==> config.mk <==
export PLATFORM = sky130hd
export DESIGN_NAME = fft_frame_writer
export DESIGN_NICKNAME = d
export VERILOG_FILES = /design/src/rtl/fft_pkg.sv /design/src/rtl/fft_decimator.sv /design/src/rtl/fft_frame_writer.sv
export SDC_FILE = /design/constraint.sdc
export NUM_CORES = 1
export LEC_CHECK = 0
export ABC_AREA = 1
export CAP_MARGIN = 15
export CELL_PAD_IN_SITES_DETAIL_PLACEMENT = 2
export CELL_PAD_IN_SITES_GLOBAL_PLACEMENT = 2
export CORE_MARGIN = 8
export CORE_UTILIZATION = 30
export CTS_BUF_LIST = sky130_fd_sc_hd__clkbuf_8 sky130_fd_sc_hd__clkbuf_16
export DETAILED_ROUTE_END_ITERATION = 10
export HOLD_SLACK_MARGIN = 0.02
export PLACE_DENSITY_LB_ADDON = 0.1
export SETUP_SLACK_MARGIN = 0.3
export SLEW_MARGIN = 15
export SYNTH_ARGS = -nofsm -noshare
export SYNTH_HDL_FRONTEND = slang
export SYNTH_HIERARCHICAL = 1
export SYNTH_SLANG_ARGS = --single-unit
==> constraint.sdc <==
create_clock -name clk -period 2.6 [get_ports clk]
set_input_delay 0.39 -clock clk [delete_from_list [all_inputs] [get_ports clk]]
set_output_delay 0.39 -clock clk [all_outputs]
set_load 0.1 [all_outputs]
==> src/rtl/fft_pkg.sv <==
// Shared definitions for the FFT frame writer.
//   state_t  : writer control states
//   NUM_BITS : default sample / memory word width
//   FRAME_LEN: default samples per frame (equals FFT memory depth)
//   ADDR_W   : default memory address width, log2(FRAME_LEN)
//   sample_t : one ADC sample at the default width
package fft_pkg;

    localparam int NUM_BITS  = 10;
    localparam int FRAME_LEN = 2048;
    localparam int ADDR_W    = 11;

    typedef enum logic [1:0] {
        IDLE  = 2'd0,
        FILL  = 2'd1,
        READY = 2'd2
    } state_t;

    typedef logic [NUM_BITS-1:0] sample_t;

endpackage

==> src/rtl/fft_decimator.sv <==
// Accumulate-and-shift decimation stage. Sums 2^DECIM_LOG2 accepted samples
// and, on the last sample of each group, presents sum >> DECIM_LOG2.
// The output is combinational on the last sample so that the caller's
// register stage gives a one-cycle write latency.
//   clk, rst_n : clock, synchronous active-low reset
//   clear      : synchronous clear of accumulator and group counter
//   in_valid   : sample strobe
//   in_data    : sample
//   out_valid  : group complete this cycle
//   out_data   : truncated group mean
module fft_decimator #(
    parameter int NUM_BITS   = 10,
    parameter int DECIM_LOG2 = 2
) (
    input  logic                clk,
    input  logic                rst_n,
    input  logic                clear,
    input  logic                in_valid,
    input  logic [NUM_BITS-1:0] in_data,
    output logic                out_valid,
    output logic [NUM_BITS-1:0] out_data
);

    localparam int ACC_W = NUM_BITS + DECIM_LOG2;

    logic [ACC_W-1:0]      acc;
    logic [DECIM_LOG2-1:0] cnt;
    logic [ACC_W-1:0]      sum;
    logic                  last;

    assign sum       = acc + ACC_W'(in_data);
    assign last      = &cnt;
    assign out_valid = in_valid && last;
    assign out_data  = sum[ACC_W-1:DECIM_LOG2];

    always_ff @(posedge clk) begin
        if (!rst_n || clear) begin
            acc <= '0;
            cnt <= '0;
        end else if (in_valid) begin
            // Group counter wraps naturally at 2^DECIM_LOG2.
            acc <= last ? '0 : sum;
            cnt <= cnt + 1'b1;
        end
    end

endmodule

==> src/rtl/fft_frame_writer.sv <==
// Writes FRAME_LEN consecutive ADC samples into the single-port FFT memory
// at addresses 0..FRAME_LEN-1, then hands the port to the FFT engine via
// frame_valid/frame_ack. Samples arriving while the FFT owns the memory are
// dropped and counted (saturating).
// Optional build macro FFT_FRAME_WRITER_DECIM_EN: each memory word becomes
// the truncated mean of 2^DECIM_LOG2 input samples.
//   clk, rst_n            : clock, synchronous active-low reset
//   enable                : capture enable
//   smp_valid, smp_data   : ADC sample strobe and value (no backpressure)
//   mem_we/addr/data      : FFT memory write port
//   mem_owner             : 1 = writer owns the port, 0 = FFT engine
//   frame_valid/frame_ack : frame handoff handshake
//   drop_cnt              : saturating dropped-sample count
module fft_frame_writer #(
    parameter int NUM_BITS   = fft_pkg::NUM_BITS,
    parameter int FRAME_LEN  = fft_pkg::FRAME_LEN,
    parameter int ADDR_W     = fft_pkg::ADDR_W,
`ifdef FFT_FRAME_WRITER_DECIM_EN
    parameter int DECIM_LOG2 = 2,
`endif
    parameter int DROP_W     = 16
) (
    input  logic                clk,
    input  logic                rst_n,
    input  logic                enable,
    input  logic                smp_valid,
    input  logic [NUM_BITS-1:0] smp_data,
    output logic                mem_we,
    output logic [ADDR_W-1:0]   mem_addr,
    output logic [NUM_BITS-1:0] mem_data,
    output logic                mem_owner,
    output logic                frame_valid,
    input  logic                frame_ack,
    output logic [DROP_W-1:0]   drop_cnt
);

    import fft_pkg::*;

    localparam logic [ADDR_W-1:0] LAST_ADDR = ADDR_W'(FRAME_LEN - 1);

    state_t              state_q, state_n;
    logic [ADDR_W-1:0]   ptr_q, ptr_n;
    logic                we_n, owner_n, fv_n;
    logic [ADDR_W-1:0]   addr_n;
    logic [NUM_BITS-1:0] data_n;
    logic [DROP_W-1:0]   drop_n;

    // Word to be written this cycle (direct sample or decimated group).
    logic                wr_valid;
    logic [NUM_BITS-1:0] wr_data;

`ifdef FFT_FRAME_WRITER_DECIM_EN
    logic decim_clear;

    // Clear on every entry to FILL; depends only on registered state so it
    // never loops back through the decimator output.
    assign decim_clear = enable &&
                         ((state_q == IDLE) ||
                          (state_q == READY && frame_valid && frame_ack));

    fft_decimator #(
        .NUM_BITS   (NUM_BITS),
        .DECIM_LOG2 (DECIM_LOG2)
    ) u_decim (
        .clk       (clk),
        .rst_n     (rst_n),
        .clear     (decim_clear),
        .in_valid  (smp_valid && state_q == FILL),
        .in_data   (smp_data),
        .out_valid (wr_valid),
        .out_data  (wr_data)
    );
`else
    assign wr_valid = smp_valid;
    assign wr_data  = smp_data;
`endif

    always_comb begin
        state_n = state_q;
        ptr_n   = ptr_q;
        we_n    = 1'b0;
        addr_n  = mem_addr;
        data_n  = mem_data;
        owner_n = mem_owner;
        fv_n    = frame_valid;
        drop_n  = drop_cnt;
        case (state_q)
            IDLE: begin
                owner_n = 1'b1;
                fv_n    = 1'b0;
                ptr_n   = '0;
                if (enable) state_n = FILL;
            end
            FILL: begin
                owner_n = 1'b1;
                fv_n    = 1'b0;
                if (wr_valid) begin
                    we_n   = 1'b1;
                    addr_n = ptr_q;
                    data_n = wr_data;
                    ptr_n  = ptr_q + 1'b1;
                    // Entering READY while the last pulse is on the port means
                    // frame_valid/mem_owner flip one cycle after it.
                    if (ptr_q == LAST_ADDR) begin
                        state_n = READY;
                        ptr_n   = '0;
                    end
                end
                // Abort discards the partial frame; a write issued this cycle
                // still goes out.
                if (!enable) begin
                    state_n = IDLE;
                    ptr_n   = '0;
                end
            end
            READY: begin
                owner_n = 1'b0;
                fv_n    = 1'b1;
                if (smp_valid && drop_cnt != '1) drop_n = drop_cnt + 1'b1;
                // Ack only counts once frame_valid is actually visible.
                if (frame_valid && frame_ack) begin
                    fv_n    = 1'b0;
                    owner_n = 1'b1;
                    ptr_n   = '0;
                    state_n = enable ? FILL : IDLE;
                end
            end
            default: begin
                state_n = IDLE;
                ptr_n   = '0;
            end
        endcase
    end

    always_ff @(posedge clk) begin
        if (!rst_n) begin
            state_q     <= IDLE;
            ptr_q       <= '0;
            mem_we      <= 1'b0;
            mem_addr    <= '0;
            mem_data    <= '0;
            mem_owner   <= 1'b1;
            frame_valid <= 1'b0;
            drop_cnt    <= '0;
        end else begin
            state_q     <= state_n;
            ptr_q       <= ptr_n;
            mem_we      <= we_n;
            mem_addr    <= addr_n;
            mem_data    <= data_n;
            mem_owner   <= owner_n;
            frame_valid <= fv_n;
            drop_cnt    <= drop_n;
        end
    end

endmodule

## Yosys cells after proc, flatten, opt, wreduce, memory -nomap -nowiden

Cells that the tools add are included.

- Word-level logic and storage cells: 45
- Input bits: 15
- Bits in registers: 53

- Reductions and logical operators: 10
- $add $sub $neg: 2
- Mux-type cells: 17
- Eq/ne operators: 8

Operator list:

| operator | number |
|---|---|
| 11-bit 2-to-1 mux | 4 |
| 11-bit case mux with 2 select lines | 1 |
| 16-bit by 1-bit adder with 16-bit output (second input constant) | 1 |
| 16-bit != test (second input constant) | 1 |
| 11-bit by 1-bit adder with 11-bit output (second input constant) | 1 |
| 11-bit == test (second input constant) | 1 |
| 2-bit 2-to-1 mux | 5 |
| 2-bit AND reduction | 4 |
| 3-bit != test (second input constant) | 2 |
| 2-bit case mux with 3 select lines | 1 |
| 1-bit 2-to-1 mux | 4 |
| 2-bit != test (second input constant) | 2 |
| 1-bit case mux with 2 select lines | 2 |
| 4-bit AND reduction | 1 |
| 2-bit by 1-bit == test with 1-bit output (second input constant) | 1 |
| 2-bit == test (second input constant) | 1 |
| 1-bit logical AND | 2 |
| 2-bit zero test | 1 |
| 2-bit nonzero test | 1 |
| 2-bit OR reduction | 1 |

## Logic depth before layout (Yosys ltp)

- Depth after elaboration: 5
- Depth in mapped cells: 9
- Depth with buffers taken out: 9

## Worst setup path before layout

No wires, ideal clock.

- Path kind: register to register
- Start: register drop_cnt[0]
- End: register drop_cnt[13]
- Setup time: 0.069 ns
- Cell stages (with the launch flop): 9
- Setup slack: 0.267 ns
- Data required time: 2.531 ns
- Arrival time: 2.264 ns
- Path buffers: 1
- Path through: dfxtp_1 -> ha_1 -> nand2_2 -> nor2_4 -> nand3_2 -> o21ai_2 -> buf_6 -> nand2_1 -> a21oi_2

- Cells in the longest elaborated chain, start to end: 3
- Elaborated cells between the ends (all ways): 4

Ends and longest elaborated chain:

| item | RTL line | source |
|---|---|---|
| start, declared | fft_frame_writer.sv:34 | `output logic [DROP_W-1:0] drop_cnt` |
| start signal, assigned | fft_frame_writer.sv:153 | `drop_cnt <= drop_n;` |
| branches (longest 3 deep; another with 16-bit by 1-bit adder with 16-bit output) | n/a |  |

Several ways; the timed one is not identified.
A chain may end at the register's enable or synchronous reset.

## Worst setup path in the final report

- Start: register drop_cnt[0]
- End: register drop_cnt[6]

Same word-level chain as after synthesis.

==> results.json <==
{
  "drtIter0Drc": 56,
  "required_ns": 2.85,
  "fmax_ghz": 0.532,
  "grtUsageMet1": 0.177,
  "top_usage_layer": "met2",
  "gp_congestion": 0.747,
  "hold_viol_final": 0,
  "ctsResizeCount": 0,
  "antenna_cells": 0,
  "worstMarginPinSlew_ns": 0.780,
  "seq_area_frac_synth": 0.427,
  "track_usage": 0.140,
  "hpwl_microns": 5710,
  "tns_ns": 0,
  "cts_setup_buffers": 0,
  "slew_headroom": 0.479,
  "dpl_cell_area_sq_mm": 0.00303,
  "cts-htree-levels": 2,
  "clock_latency_ns": 0.31,
  "clk_path_buf_depth": 2,
  "nNetsFinal": 415,
  "viasPerCell": 4.88,
  "cp-start-kind": "flop",
  "grt_pass1_vias": 2661,
  "grt_overflow": 0,
  "syn-instance-count": 346,
  "timing.final.crit_period_ns": 1.88,
  "syn2layout_area_growth_pct": 25.6,
  "synth_cell_types": 28,
  "min_to": "mem_data[2]",
  "synth_edf_count": 0,
  "clkTransAtPathRegs_ns": 0.10,
  "initial_core_util": 0.305,
  "die_area_sq_mm": 0.0114,
  "yosysWarningCount": 6,
  "fin_cells": 503,
  "vias": 2453,
  "cp_max_fo": 14,
  "ios": 55,
  "row_count": 33,
  "grt_setup_unrepaired": "false",
  "final.period_utilization": 0.724,
  "netlist_area_sq_mm": 0.00248,
  "powerDensity_mw_per_mm2": 502,
  "worstHoldPathCells": 2,
  "portBuffers": 54,
  "placedCellCount": 496,
  "holdCritStartpoint": "mem_data[2]",
  "hp-class": "flop to flop",
  "syn_nets": 363,
  "setup_viol": 0,
  "reg2reg_to": "drop_cnt[6]",
  "r2r_cells": 7,
  "crit_path_end_kind": "flop",
  "async_flop_share": 0,
  "arrival_ns": 2.13,
  "use_met3": 0.0372,
  "die_y_microns": 107,
  "drv_cap": 0,
  "drc": 0,
  "synth-main-ff-cell": "dfxtp_1",
  "syn_avg_cell_area_sq_um": 7.17,
  "drv_slew": 0,
  "drt-total-wl_microns": 7660,
  "cts_tree": "yes",
  "antenna_found_initial": 0,
  "grt_max_degree": 32,
  "clockRootBuffer": "clkbuf_8",
  "wl_per_cell_microns": 15.2,
  "fin_skew_ns": 0.00588,
  "fin_ws_ns": 0.719,
  "power_mw": 1.56,
  "drive_above_1_share": 0.198,
  "grt_use_met2": 0.231,
  "cts_inserted_buffers": 5,
  "die_x_microns": 107,
  "pre_cts_slack_ns": 0.549,
  "cts_sinks": 53,
  "hold_buffers": 0,
  "outcome": "finished, final reports clean",
  "ys_ff_latch": 53,
  "critPathKind": "flop to flop",
  "leakagePower_nw": 1.17,
  "fin_area_sq_mm": 0.00312,
  "grt_pass1_wl_microns": 13100,
  "rrSetupSlack_ns": 0.72,
  "irDropWorstVdd_mv": 0.206,
  "reg2reg_from": "drop_cnt[0]",
  "firstDrtPassIters": 3,
  "coreArea_sq_mm": 0.00813,
  "fillers": 982,
  "ant_nets": 0
}
-- per-stage QoR --
stage,hold slack (ns),utilization
6_report,0.473,0.383
5_1_grt,0.500,0.383
4_1_cts,0.477,0.383
3_5_place_dp,0.462,0.372
3_3_place_gp,0.450,0.372
2_1_floorplan,0.459,-
-- sequential cells by signal, indices dropped and copies added, names as in the netlist --
signal / count
drop_cnt: 16
frame_valid: 1
mem_addr: 11
mem_data: 10
mem_owner: 1
mem_we: 1
ptr_q: 11
state_q: 2
-- where the power goes --
part / internal, mW / switching [mW]
registers: 0.828 / 0.0144
logic: 0.0616 / 0.176
clock network: 0.211 / 0.273
-- cells in the mapped netlist (all sizes together) (2+ instances only) --
cell type | count | area share
nand2 | 104 | 0.16
buf | 5 | 0.012
inv | 25 | 0.038
a21oi | 39 | 0.094
clkbuf | 8 | 0.012
xnor2 | 5 | 0.018
nand3 | 37 | 0.079
nand4 | 7 | 0.018
xor2 | 7 | 0.025
nor3 | 3 | 0.0060
nor3b | 2 | 0.0081
dfxtp | 53 | 0.43
ha | 2 | 0.010
nor2 | 41 | 0.073
o21ai | 5 | 0.012
-- metal layers --
metal / part of all wire / vias to the layer above
met2: 0.46 / 43
li1: - / 1220
met5: 0 / -
met3: 0.042 / 7
met1: 0.49 / 1183
met4: 0.0089 / 0
-- cells in the final DEF, fill, tap and decap left out, drive strengths merged --
master / n
buf: 44
nand2: 104
dfxtp: 53
o31ai: 1
nor2: 41
clkdlybuf4s50: 14
nor3b: 2
clkbuf: 6
inv: 25
or2: 1
a21oi: 39
xor2: 7
nand4: 7
ha: 2
clkinvlp: 1
a211oi: 1
nor3: 3
o21ai: 5
nand3: 37
xnor2: 5
-- cell families after synthesis --
logic type | Yosys count | synth area share
xor gates and xnor gates | 12 | 0.0423
AOI/OAI and AO/OA | 46 | 0.111
buffers and inverters | 38 | 0.0615
and+or+nand+nor | 195 | 0.347
DFF | 53 | 0.427
adders and majority gates | 2 | 0.0101
-- critical path, stage by stage (launching register included) --
cell     delay (ns)
dfxtp_2        0.40
ha_1           0.22
nand2_2        0.09
nor2_4         0.13
nand3_2        0.11
o21ai_2        0.54
nand2_1        0.16
a21oi_2        0.16
-- layout make-up --
| type | count | area (sq um) | share of cell area |
|---|---|---|---|
| Multi-Input combinational cell | 255 | 1270 | 0.407 |
| Clock buffer | 6 | 82.6 | 0.0265 |
| Inverter | 25 | 93.8 | 0.0301 |
| Sequential cell | 53 | 1060 | 0.341 |
| Clock inverter | 1 | 7.51 | 0.00241 |
| Tap cell | 105 | 131 | 0.0421 |
| Timing Repair Buffer | 58 | 470 | 0.151 |
-- worst max path at each step --
stage / end / cells after the start / start / slack [ns]
finish: drop_cnt[6] / 7 / drop_cnt[0] / 0.72
global route: drop_cnt[6] / 7 / drop_cnt[0] / 0.49
CTS: drop_cnt[11] / 7 / drop_cnt[0] / 0.67
detailed placement: ptr_q[1] / 9 / enable / 0.55
global placement: ptr_q[3] / 9 / enable / 0.58
floorplan: drop_cnt[13] / 7 / drop_cnt[3] / 0.47
No activity file was read; power rests on OpenSTA's default activity.
